===== config.mk =====
export PLATFORM = sky130hd
export DESIGN_NAME = div_seq_ctrl
export DESIGN_NICKNAME = d
export VERILOG_FILES = /design/src/rtl/div_seq_ctrl.sv
export SDC_FILE = /design/constraint.sdc
export NUM_CORES = 1
export LEC_CHECK = 0
export CAP_MARGIN = 5
export CORE_UTILIZATION = 40
export DETAILED_ROUTE_END_ITERATION = 8
export PLACE_DENSITY = 0.7
export SYNTH_ARGS = -nofsm -noshare
export SYNTH_HDL_FRONTEND = slang
export SYNTH_SLANG_ARGS = --single-unit

===== constraint.sdc =====
create_clock -name clk -period 11.4 [get_ports clk]
set_clock_uncertainty 0.15 [all_clocks]
set_input_delay 2.28 -clock clk [delete_from_list [all_inputs] [get_ports clk]]
set_output_delay 2.28 -clock clk [all_outputs]
set_load 0.01 [all_outputs]

===== src/rtl/div_seq_ctrl.sv =====
// div_seq_ctrl: sequences RV32M divide/remainder requests through a shared unsigned multicycle divider
module div_seq_ctrl #(
  parameter int N = 32,
  parameter int TAG_W = 5
) (
  input  logic             clk,
  input  logic             rst,
  input  logic             req_valid,
  output logic             req_ready,
  input  logic [1:0]       req_op,
  input  logic [N-1:0]     req_a,
  input  logic [N-1:0]     req_b,
  input  logic [TAG_W-1:0] req_tag,
  input  logic             flush,
  output logic             resp_valid,
  input  logic             resp_ready,
  output logic [N-1:0]     resp_data,
  output logic [TAG_W-1:0] resp_tag,
  output logic             div_enable,
  output logic [N-1:0]     div_a,
  output logic [N-1:0]     div_b,
  input  logic [N-1:0]     div_quot,
  input  logic [N-1:0]     div_rem,
  input  logic             div_done
);
  typedef enum logic [2:0] {IDLE, START, WAIT, RESP, DRAIN} state_t;
  state_t state, state_nx;
  logic accept, sgn, b_zero, ovf, is_rem, neg_q, neg_r;
  logic [N-1:0] abs_a, abs_b, min_int, fixed;
  assign min_int = {1'b1, {(N-1){1'b0}}};
  assign req_ready = state == IDLE;
  assign resp_valid = state == RESP;
  assign div_enable = state == START;
  assign accept = req_valid & req_ready & ~flush;
  assign sgn = ~req_op[0];
  assign b_zero = req_b == '0;
  assign ovf = sgn && req_a == min_int && req_b == '1;
  assign abs_a = (sgn && req_a[N-1]) ? -req_a : req_a;
  assign abs_b = (sgn && req_b[N-1]) ? -req_b : req_b;
  assign fixed = is_rem ? (neg_r ? -div_rem : div_rem) : (neg_q ? -div_quot : div_quot);
  always_ff @(posedge clk or posedge rst)
    if (rst) state <= IDLE;
    else state <= state_nx;
  always_comb begin
    state_nx = state;
    case (state)
      IDLE:  state_nx = accept ? ((b_zero || ovf) ? RESP : START) : IDLE;
      START: state_nx = flush ? DRAIN : WAIT;
      WAIT:  state_nx = flush ? (div_done ? IDLE : DRAIN) : (div_done ? RESP : WAIT);
      RESP:  state_nx = (flush || resp_ready) ? IDLE : RESP;
      DRAIN: state_nx = div_done ? IDLE : DRAIN;
      default: state_nx = IDLE;
    endcase
  end
  // Special cases resolve at accept; divider operands only load on the normal path.
  always_ff @(posedge clk or posedge rst)
    if (rst) begin
      is_rem <= 1'b0;
      neg_q <= 1'b0;
      neg_r <= 1'b0;
      resp_tag <= '0;
      resp_data <= '0;
      div_a <= '0;
      div_b <= '0;
    end else begin
      if (accept) begin
        is_rem <= req_op[1];
        resp_tag <= req_tag;
        neg_q <= sgn & (req_a[N-1] ^ req_b[N-1]);
        neg_r <= sgn & req_a[N-1];
        if (b_zero) resp_data <= req_op[1] ? req_a : '1;
        else if (ovf) resp_data <= req_op[1] ? '0 : min_int;
        else begin
          div_a <= abs_a;
          div_b <= abs_b;
        end
      end
      if (state == WAIT && div_done && !flush) resp_data <= fixed;
    end
endmodule


==> reports/results.ini, run 1 <==
[outcome]
result_of_the_run = complete, no violations

[placed_design]
dp_hpwl_mm = 19.5
gp_routability_congestion = 0.928
buffer_ports.inserted = 244
post-place-ws_ns = 5.32

[clock_tree]
clkSinkCount = 107
ctsHtreeMaxLevel = 3
cts-root-buf = sky130_fd_sc_hd__clkbuf_16
clock_buffer_count_from_cts = 9
cts_tree = done
clock_latency_ns = 0.34
clk_path_buf_depth = 2
count_of_hold_buffers_inserted_by_post_cts_repair = 0
clk_transition_reported_paths_ns = 0.08
cts.repair.resized = 0
post-cts-setup-buffer-count = 0

[layout]
flow.area_growth_from_synthesis_pct = 38.0
layout-drive-gt1-share_pct = 5.28
finalNetCount = 1240
final_core_util_pct = 57.1

[yosys]
synth.area.mux_share_pct = 1.96
synth_area_um2 = 7540
synth_top_family_by_area = compound AO/OA/AOI/OAI gates
synth-compound-area-share_pct = 22.9
yosys_warnings = 0
most_frequently_used_flop_master_after_synthesis = sky130_fd_sc_hd__dfrtp_1
xor_xnor_share_of_the_synthesized_area_pct = 13.4
post_synth_and_or_nand_nor_area_fraction_pct = 21.5
synth_sequential_area_ratio_pct = 35.5
synthesis.nets = 1026
async_reset_ff_share_pct = 100
synthesis.area_per_instance_um2 = 8.57
synth-seq-cells = 107
synth_cells = 880
synth_fa_ha_area_share_pct = 0.830
synth-edff-count = 0
count_of_different_cell_masters_after_synthesis = 72

[power_and_ir_drop]
pwr-share-comb_pct = 45.4
pleak_nw = 3.99
vdd_drop_max_uv = 91.3
switching_power_w = 0.000624
internal_power_w = 0.00118
cellPowerDensity_nw_per_um2 = 173
p_sw_share_pct = 34.6
clkPwrFrac_pct = 19.1
power.sequential.fraction_pct = 35.5

[sta]
timing.final.ws_setup_ns = 5.56
pin_slew_with_the_least_headroom_to_its_limit_ns = 1.11
min_period_ns = 5.84
rsz0062_at_grt = no
hold_viol = 0
post-route-period-util_pct = 51.3
timing.final.setup_violations = 0
final.setup.tns_ns = 0
slew-limit-headroom_pct = 25.8
final-max-slew-violation-count = 0
maximum_frequency_from_static_timing_analysis_mhz = 171

[setup_path]
setup.worst_path.class = input port to flop
critical_path.startpoint_type = input port
worst-endpoint-required_ns = 11.48
critPathMaxFanout = 128
crit_arrival_ns = 5.93
endpoint_kind = flop

[routing]
firstDrtPassIters = 5
wirelength_mm = 24.7
dr.first_iter.drc_count = 583
final_antenna_net_count = 0
avgRoutedWirePerCell_um = 18.6
via_count = 7580
detail_route.vias_per_cell = 5.70
drc_errors = 0

[global_routing]
number_of_antenna_violations_at_the_first_check_in_global_routing = 1
grt_first_pass_wirelength_mm = 39.3
grt_max_degree = 129
grt_use_total_pct = 25.6
overflow = 0
number_of_global_route_vias_before_repair = 7026

[worst_hold_path]
hp-class = flop to flop

[floorplan]
rows = 49
die_area_um2 = 19400
floorplan.initialDensity_pct = 41.4
die-width_um = 139
io-pin-count = 245
placeableCoreArea_um2 = 18200
chipHeight_um = 139

[run]
cap_violations = 0

-- synthesized netlist by cell type, types with 6 or more instances --
library cell	n	area share [%]
sky130_fd_sc_hd__nor2b_1	7	0.58
sky130_fd_sc_hd__o41ai_1	21	2.4
sky130_fd_sc_hd__o21ai_1	17	1.1
sky130_fd_sc_hd__nand3_1	12	0.80
sky130_fd_sc_hd__nor4_1	18	1.5
sky130_fd_sc_hd__nand2b_1	10	0.83
sky130_fd_sc_hd__buf_6	6	0.90
sky130_fd_sc_hd__or3_1	11	0.91
sky130_fd_sc_hd__or4_1	14	1.4
sky130_fd_sc_hd__a21oi_1	28	1.9
sky130_fd_sc_hd__inv_1	17	0.85
sky130_fd_sc_hd__a31oi_1	6	0.50
sky130_fd_sc_hd__nor3_1	21	1.4
sky130_fd_sc_hd__clkbuf_1	25	1.2
sky130_fd_sc_hd__xor2_1	72	8.4
sky130_fd_sc_hd__o31ai_1	31	3.1
sky130_fd_sc_hd__dfrtp_1	107	36
sky130_fd_sc_hd__mux2i_1	8	1.1
sky130_fd_sc_hd__mux2_2	6	0.90
sky130_fd_sc_hd__o21ai_0	81	5.4
sky130_fd_sc_hd__o22ai_1	20	1.7
sky130_fd_sc_hd__nand2_1	108	5.4
sky130_fd_sc_hd__nand4_1	14	1.2
sky130_fd_sc_hd__buf_2	10	0.66
sky130_fd_sc_hd__or2_2	6	0.50
sky130_fd_sc_hd__nor2_1	65	3.2
sky130_fd_sc_hd__xnor2_1	43	5.0
sky130_fd_sc_hd__a22oi_1	9	0.90
-- power groups by stage --
stage	clock network, W	logic [W]	registers (W)
after floorplan	0	0.000315	0.000685
after global placement	0	0.000809	0.000643
after detailed placement	0	0.000821	0.000646
after CTS	0.000350	0.000823	0.000640
after global routing	0.000363	0.000886	0.000660
final	0.000345	0.000820	0.000641
-- layout by cell type, fill, tap and decap left out, types with 5 or more instances in the layout --
cell type / n
sky130_fd_sc_hd__nand2b_1: 10
sky130_fd_sc_hd__a221o_1: 5
sky130_fd_sc_hd__o22ai_1: 20
sky130_fd_sc_hd__o22a_1: 5
sky130_fd_sc_hd__or2_2: 6
sky130_fd_sc_hd__o41ai_1: 21
sky130_fd_sc_hd__nor2_1: 65
sky130_fd_sc_hd__ha_1: 5
sky130_fd_sc_hd__or3_1: 11
sky130_fd_sc_hd__o31ai_1: 31
sky130_fd_sc_hd__mux2_2: 6
sky130_fd_sc_hd__xor2_1: 72
sky130_fd_sc_hd__o221a_2: 5
sky130_fd_sc_hd__nor4_1: 18
sky130_fd_sc_hd__nor3_1: 21
sky130_fd_sc_hd__clkbuf_16: 9
sky130_fd_sc_hd__nand3_1: 12
sky130_fd_sc_hd__dfrtp_1: 107
sky130_fd_sc_hd__and3_1: 5
sky130_fd_sc_hd__buf_4: 5
sky130_fd_sc_hd__a21oi_1: 28
sky130_fd_sc_hd__clkdlybuf4s50_1: 244
sky130_fd_sc_hd__a22oi_1: 9
sky130_fd_sc_hd__nor2b_1: 7
sky130_fd_sc_hd__nand4_1: 14
sky130_fd_sc_hd__nand2_1: 108
sky130_fd_sc_hd__a31oi_1: 6
sky130_fd_sc_hd__inv_1: 16
sky130_fd_sc_hd__o21ai_1: 17
sky130_fd_sc_hd__mux2i_1: 8
sky130_fd_sc_hd__xnor2_1: 43
sky130_fd_sc_hd__or4_1: 14
sky130_fd_sc_hd__o21ai_0: 81
-- metrics by stage --
step,power (W),cell area [µm²],hold WS [ns],std cells
floorplan,0.00100,7540,0.360,880
global route,0.00191,10400,0.351,1329
detailed placement,0.00147,10100,0.316,1312
global placement,0.00145,10100,0.310,1312
CTS,0.00181,10400,0.333,1328
finish,0.00181,10400,0.330,1329
-- metal layers --
metal  wire (µm)  vias to the layer above  GRT usage [%]
li1            -                     3665              -
met1       11600                     3603           36.1
met2       11300                      289           40.7
met3        1460                       23           3.82
met4         398                        0           6.78
met5           0                        -              0
-- registers in the layout, indices dropped and copies added, names as in the netlist --
| signal | count |
|---|---|
| div_a | 32 |
| neg_q | 1 |
| state | 3 |
| resp_data | 32 |
| neg_r | 1 |
| div_b | 32 |
| is_rem | 1 |
| resp_tag | 5 |
-- layout make-up --
type / count / area (µm²)
well taps: 229 / 287
multi-input cells: 710 / 4570
clock buffers: 10 / 239
clock inverters: 6 / 86.3
fillers: 1690 / 7800
inverters: 17 / 66.3
diodes: 1 / 2.50
repair buffers: 249 / 2480
flip-flops and latches: 107 / 2680
-- kinds of logic (layout without fill, tap and decap cells) --
family,after synthesis,in the layout
compound gates,259,259
xor+xnor,115,115
fa+ha+maj,5,5
buf+inv,63,282
flops,107,107
mux,14,14
other cells,0,1
simple gates,317,317
-- worst max-delay path: stages --
cell                              delay (ns)
sky130_fd_sc_hd__clkdlybuf4s50_1        0.51
sky130_fd_sc_hd__or4_1                  0.64
sky130_fd_sc_hd__nor4_2                 0.30
sky130_fd_sc_hd__nand4_1                0.62
sky130_fd_sc_hd__o211ai_4               0.27
sky130_fd_sc_hd__buf_4                  0.87
sky130_fd_sc_hd__nor2_1                 0.15
sky130_fd_sc_hd__a22o_1                 0.23
-- final timing paths --
kind | slack [ns] | cells after the start | from | end
max reg2reg | 8.05 | 6 | state[2] | resp_data[2]
min in group asynchronous | 2.25 | 2 | rst | div_a[10]
max | 5.56 | 8 | req_b[14] | div_a[31]
max in group asynchronous | 7.71 | 3 | rst | div_b[22]
min | 0.33 | 2 | div_a[27] | div_a[27]
min reg2reg | 0.33 | 2 | div_a[27] | div_a[27]
(Power assumes the default switching activity.)
==> run 2, diff against run 1 <==
--- a/config.mk
+++ b/config.mk
@@ -8,7 +8,7 @@
 export CAP_MARGIN = 5
 export CORE_UTILIZATION = 40
 export DETAILED_ROUTE_END_ITERATION = 8
-export PLACE_DENSITY = 0.7
+export PLACE_DENSITY = 0.73
 export SYNTH_ARGS = -nofsm -noshare
 export SYNTH_HDL_FRONTEND = slang
 export SYNTH_SLANG_ARGS = --single-unit
==> constraint.sdc (replaced) <==
create_clock -name clk -period 5.25 [get_ports clk]
set_clock_uncertainty 0.15 [all_clocks]
set_input_delay 1.05 -clock clk [delete_from_list [all_inputs] [get_ports clk]]
set_output_delay 1.05 -clock clk [all_outputs]
set_load 0.01 [all_outputs]
==> run 2 against run 1 <==
- combinational power grew 120%
- setup slack lost 4.4 ns
- routed wire length grew 0.67%
- sequential power grew 120%
- design area is essentially flat
- power grew 110%
- utilization grew 0.055 points
- cell count grew 0.23%
- via count grew 1.0%
- critical path type unchanged
- highest routed layer unchanged
==> reports/results.ini, run 2 (synthesis gave the netlist of run 1 again) <==
[routing]
detail_route.vias_per_cell = 5.75  ; +0.81%
final_antenna_net_count = 0  ; unchanged
firstDrtPassIters = 4  ; -1
via_count = 7659  ; +1.0%
dr.first_iter.drc_count = 586  ; +0.51%
drc_errors = 0  ; unchanged
avgRoutedWirePerCell_um = 18.7  ; +0.44%
wirelength_mm = 24.9  ; +0.67%

[setup_path]
critical_path.startpoint_type = input port
timing.critical_path.from = req_b[6]
timing.rr.start = state[1]
worst-endpoint-required_ns = 5.34  ; -6.14 ns
crit_arrival_ns = 4.18  ; -1.75 ns
endpoint_kind = flop
setup.worst_path.class = input port to flop
critPathMaxFanout = 11  ; -91%

[sta]
final.setup.tns_ns = 0  ; unchanged
min_period_ns = 4.09
hold_viol = 0  ; unchanged
hold_ws_ns = 0.329  ; -0.000842 ns
post-route-period-util_pct = 78.0
maximum_frequency_from_static_timing_analysis_mhz = 244
timing.final.setup_violations = 0  ; unchanged
rsz0062_at_grt = no
pin_slew_with_the_least_headroom_to_its_limit_ns = 0.933  ; -0.180 ns
slew-limit-headroom_pct = 37.8  ; +12 points
final-max-slew-violation-count = 0  ; unchanged

[layout]
multi_input_comb_area_um2 = 4570  ; unchanged
ff_latch_area_um2 = 2680  ; unchanged
n_antenna_cell = 0  ; -1
top_regs = div_a: 32 flops, div_b: 32 flops, resp_data: 32 flops
layout.cell_area.non_filler_um2 = 10400  ; about the same
most-common-layout-cells = sky130_fd_sc_hd__clkdlybuf4s50_1, sky130_fd_sc_hd__nand2_1, sky130_fd_sc_hd__dfrtp_1
finalNetCount = 1244  ; +0.32%
layout-drive-gt1-share_pct = 5.62  ; +0.34 points
mostFrequentLayoutCell = sky130_fd_sc_hd__clkdlybuf4s50_1
layout.filler_cells = 1670  ; -1.2%
flow.area_growth_from_synthesis_pct = 38.2  ; about the same

[power_and_ir_drop]
cellPowerDensity_nw_per_um2 = 372  ; +110%
finalPower_w = 0.00387  ; +110%
vdd_drop_max_uv = 177  ; +94%
pleak_nw = 3.99  ; +0.23%

[global_routing]
overflow = 0  ; unchanged
number_of_global_route_vias_before_repair = 7220  ; +2.8%
grt_use_total_pct = 25.9  ; +0.38 points
number_of_antenna_violations_at_the_first_check_in_global_routing = 0  ; -1
grt_first_pass_wirelength_mm = 39.8  ; +1.4%
grt_max_degree = 105  ; -19%

[clock_tree]
clkSinkCount = 107  ; unchanged
clock_buffer_count_from_cts = 9  ; unchanged
cts-root-buf = sky130_fd_sc_hd__clkbuf_16
clock_latency_ns = 0.35  ; about the same
post-cts-setup-buffer-count = 0  ; unchanged
count_of_hold_buffers_inserted_by_post_cts_repair = 0  ; unchanged
ctsHtreeMaxLevel = 3  ; unchanged
clk_transition_reported_paths_ns = 0.08  ; about the same
cts_tree = done
clk_path_buf_depth = 2  ; unchanged
cts.repair.resized = 0  ; unchanged

[floorplan]
chipHeight_um = 139  ; unchanged
die-width_um = 139  ; unchanged
die_area_um2 = 19400  ; unchanged
rows = 49  ; unchanged
floorplan.initialDensity_pct = 41.4  ; unchanged
io-pin-count = 245  ; unchanged
placeableCoreArea_um2 = 18200  ; unchanged

[outcome]
result_of_the_run = complete, no violations

[worst_hold_path]
hp-class = flop to flop
hp-start = div_a[16]

[placed_design]
gp_routability_congestion = 0.914  ; -1.6%
dp_hpwl_mm = 19.8  ; +1.7%
buffer_ports.inserted = 244  ; unchanged
detailed_place.area_um2 = 10100  ; +0.42%

[run]
cap_violations = 0  ; unchanged

==> run 2: final timing paths <==
path / cells after the start / slack (ns) / end
worst min register to register: 2 / 0.33 / div_a[16]
worst max-delay path: 7 / 1.16 / resp_data[2]
max in group asynchronous: 3 / 3.04 / resp_data[11]
worst min-delay path: 2 / 0.33 / div_a[16]
min in group asynchronous: 2 / 1.02 / div_a[13]
worst max register to register: 7 / 2.41 / resp_data[7]
==> run 2: per-layer routing <==
metal / track usage, % / vias up / share of wire (%)
met5: 0 / - / 0
met4: 7.84 / 0 / 2.2
met3: 4.27 / 39 / 6.4
met2: 41.2 / 325 / 47
met1: 36.2 / 3630 / 45
li1: - / 3665 / -
==> run 2: cell type report <==
| type | instances | share of cell area (%) |
|---|---|---|
| clock buffer | 10 | 2.29 |
| clock inverter | 6 | 0.541 |
| inverter | 17 | 0.637 |
| multi-input combinational | 710 | 43.9 |
| sequential | 107 | 25.7 |
| tap | 229 | 2.75 |
| timing repair buffer | 253 | 24.2 |
==> run 2: where the power goes <==
part           total, W  switching (W)  internal, W  leakage, nW
Clock          0.000681       0.000335     0.000346        0.143
Sequential      0.00139       0.000240      0.00115         1.33
Combinational   0.00180       0.000814     0.000988         2.52
==> run 2: metrics by stage <==
stage / setup slack, ns / util (%) / cells
final: 1.16 / 57.2 / 1332
after global routing: 0.984 / 57.2 / 1332
after global placement: 0.901 / 55.6 / 1316
after CTS: 1.19 / 57.2 / 1332
after floorplan: 1.23 / - / 880
after detailed placement: 0.831 / 55.6 / 1316
==> run 2: critical path: stages <==
cell and delay [ns]:
sky130_fd_sc_hd__clkdlybuf4s50_1 0.51, sky130_fd_sc_hd__nor4_1 0.62, sky130_fd_sc_hd__and4_1 0.40, sky130_fd_sc_hd__nand4_1 0.56
sky130_fd_sc_hd__o22ai_4 0.51, sky130_fd_sc_hd__nor2_4 0.14, sky130_fd_sc_hd__a221o_1 0.39
==> run 3, diff against run 2 <==
==> constraint.sdc (replaced) <==
create_clock -name clk -period 3.61 [get_ports clk]
set_clock_uncertainty 0.15 [all_clocks]
set_input_delay 0.722 -clock clk [delete_from_list [all_inputs] [get_ports clk]]
set_output_delay 0.722 -clock clk [all_outputs]
set_load 0.01 [all_outputs]
==> run 3 against run 2 <==
- routed wire length is 3.2% higher
- flip-flop and latch count stayed put
- first-iteration DRC count is 13% higher
- sequential power is 47% higher
- clock power is 51% higher
- critical path depth is 2 higher
- power is 48% higher
- combinational power is 47% higher
- highest routed layer unchanged
==> reports/results.ini, run 3 (synthesis gave the netlist of run 1 again) <==
[clock_tree]
clock_latency_ns = 0.35  ; about the same
clk_transition_reported_paths_ns = 0.07  ; about the same
ctsHtreeMaxLevel = 3  ; unchanged
cts.repair.resized = 0  ; unchanged
cts-root-buf = sky130_fd_sc_hd__clkbuf_16
clkSinkCount = 107  ; unchanged
count_of_hold_buffers_inserted_by_post_cts_repair = 0  ; unchanged
cts_tree = done
clk_path_buf_depth = 2  ; unchanged
clock_buffer_count_from_cts = 9  ; unchanged
post-cts-setup-buffer-count = 0  ; unchanged

[floorplan]
die_area_um2 = 19400  ; unchanged
die-width_um = 139  ; unchanged
floorplan.initialDensity_pct = 41.4  ; unchanged
chipHeight_um = 139  ; unchanged
placeableCoreArea_um2 = 18200  ; unchanged
io-pin-count = 245  ; unchanged
rows = 49  ; unchanged

[layout]
layout.filler_cells = 1609  ; -3.7%
mostFrequentLayoutCell = sky130_fd_sc_hd__clkdlybuf4s50_1
most-common-layout-cells = sky130_fd_sc_hd__clkdlybuf4s50_1, sky130_fd_sc_hd__nand2_1, sky130_fd_sc_hd__dfrtp_1
layout-drive-gt1-share_pct = 10.1  ; +4.5 points
flow.area_growth_from_synthesis_pct = 44.2
ff_latch_area_um2 = 2680  ; unchanged
multi_input_comb_area_um2 = 4570  ; unchanged
top_regs = div_a: 32 flops, div_b: 32 flops, resp_data: 32 flops
stdcell_count = 1388  ; +4.2%
finalNetCount = 1299  ; +4.4%

[setup_path]
critical_path_depth = 9  ; +2
reg2reg_depth = 6  ; -1
setup.worst_path.class = input port to flop
crit_path_cell_trace = clkdlybuf4s50_1, inv_1, ha_1, nor4b_2, nand4_1, or2_2, o41ai_1, xor2_1, a221oi_1
critPathMaxFanout = 6  ; -5
worst_path_max_delay_cell = sky130_fd_sc_hd__clkdlybuf4s50_1
worst-endpoint-required_ns = 3.70  ; -1.64 ns
crit_arrival_ns = 3.32  ; -0.86 ns
critical-path-max-stage-delay_ns = 0.47  ; -0.15 ns
endpoint_kind = flop
path_buf_inv = 2  ; +1
worst_path_dominant_cell_family = simple AND/OR/NAND/NOR gates
critical_path.startpoint_type = input port

[routing]
avgRoutedWirePerCell_um = 18.5  ; -0.96%
firstDrtPassIters = 5  ; +1
via_count = 7932  ; +3.6%
final_antenna_net_count = 0  ; unchanged
detail_route.vias_per_cell = 5.71  ; -0.61%
wirelength_mm = 25.7  ; +3.2%
drc_errors = 0  ; unchanged
dr.first_iter.drc_count = 661  ; +13%

[sta]
pin_slew_with_the_least_headroom_to_its_limit_ns = 0.704  ; -0.229 ns
hold_viol = 0  ; unchanged
slew-limit-headroom_pct = 53.0  ; +15 points
maximum_frequency_from_static_timing_analysis_mhz = 309
min_period_ns = 3.23
post-route-period-util_pct = 89.5
final.setup.tns_ns = 0  ; unchanged
final-max-slew-violation-count = 0  ; unchanged
rsz0062_at_grt = no
timing.final.setup_violations = 0  ; unchanged

[power_and_ir_drop]
pleak_nw = 4.28  ; +7.1%
cellPowerDensity_nw_per_um2 = 526  ; +41%
vdd_drop_max_uv = 279  ; +58%

[worst_hold_path]
hp-class = flop to flop
worstHoldPathCells = 2  ; unchanged

[placed_design]
dpl.cell_count = 1371  ; +4.2%
gp_routability_congestion = 0.886  ; -3.0%
dp_hpwl_mm = 20.9  ; +5.2%
buffer_ports.inserted = 244  ; unchanged

[global_routing]
grt_use_total_pct = 26.4  ; +0.48 points
number_of_global_route_vias_before_repair = 7364  ; +2.0%
number_of_antenna_violations_at_the_first_check_in_global_routing = 1  ; +1
grt_first_pass_wirelength_mm = 40.6  ; +2.0%
overflow = 0  ; unchanged
grt_max_degree = 59  ; -44%

[run]
cap_violations = 0  ; unchanged

[outcome]
result_of_the_run = complete, no violations

run 3: path summary, 6_finish.rpt:
check / slack [ns] / endpoint / startpoint
max: 0.38 / resp_data[22] / div_rem[0]
min: 0.33 / div_a[6] / div_a[6]
max reg2reg: 1.01 / resp_data[10] / state[1]
min reg2reg: 0.33 / div_a[6] / div_a[6]
max in group asynchronous: 1.84 / div_b[21] / rst
min in group asynchronous: 0.69 / div_a[21] / rst
run 3: layout make-up:
cell class | count | share of cell area, %
Multi-Input combinational cell | 710 | 42.0
Timing Repair Buffer | 308 | 27.2
Sequential cell | 107 | 24.6
Tap cell | 229 | 2.64
Clock buffer | 10 | 2.20
Clock inverter | 6 | 0.656
Inverter | 17 | 0.621
Antenna cell | 1 | 0.0230
run 3: per-stage QoR:
step	hold WS [ns]	instance area (µm²)	total power (W)	util, %	setup WS (ns)
floorplan	0.360	7540	0.00316	-	0.679
global placement	0.308	10600	0.00466	58.0	0.0738
detailed placement	0.312	10600	0.00470	58.0	0.0363
CTS	0.330	10900	0.00573	59.7	0.413
global route	0.363	10900	0.00603	59.7	0.211
finish	0.330	10900	0.00571	59.7	0.378
run 3: metal layers:
layer / track usage, % / wire length [µm]
met5: 0 / 0
met4: 9.18 / 614
met3: 3.34 / 1650
met2: 43.3 / 12000
met1: 35.9 / 11500
run 3: tightest hold or removal path, stage by stage (launching register included):
cell and delay (ns):
sky130_fd_sc_hd__dfrtp_1 0.34, sky130_fd_sc_hd__nand2_1 0.05, sky130_fd_sc_hd__o21ai_0 0.06
run 3: report_power, final:
group / leakage (nW) / total [W] / internal (W) / switching (W)
sequential: 1.33 / 0.00204 / 0.00167 / 0.000368
combinational: 2.79 / 0.00264 / 0.00147 / 0.00117
clock: 0.151 / 0.00103 / 0.000565 / 0.000467
total: 4.28 / 0.00571 / 0.00371 / 0.00200
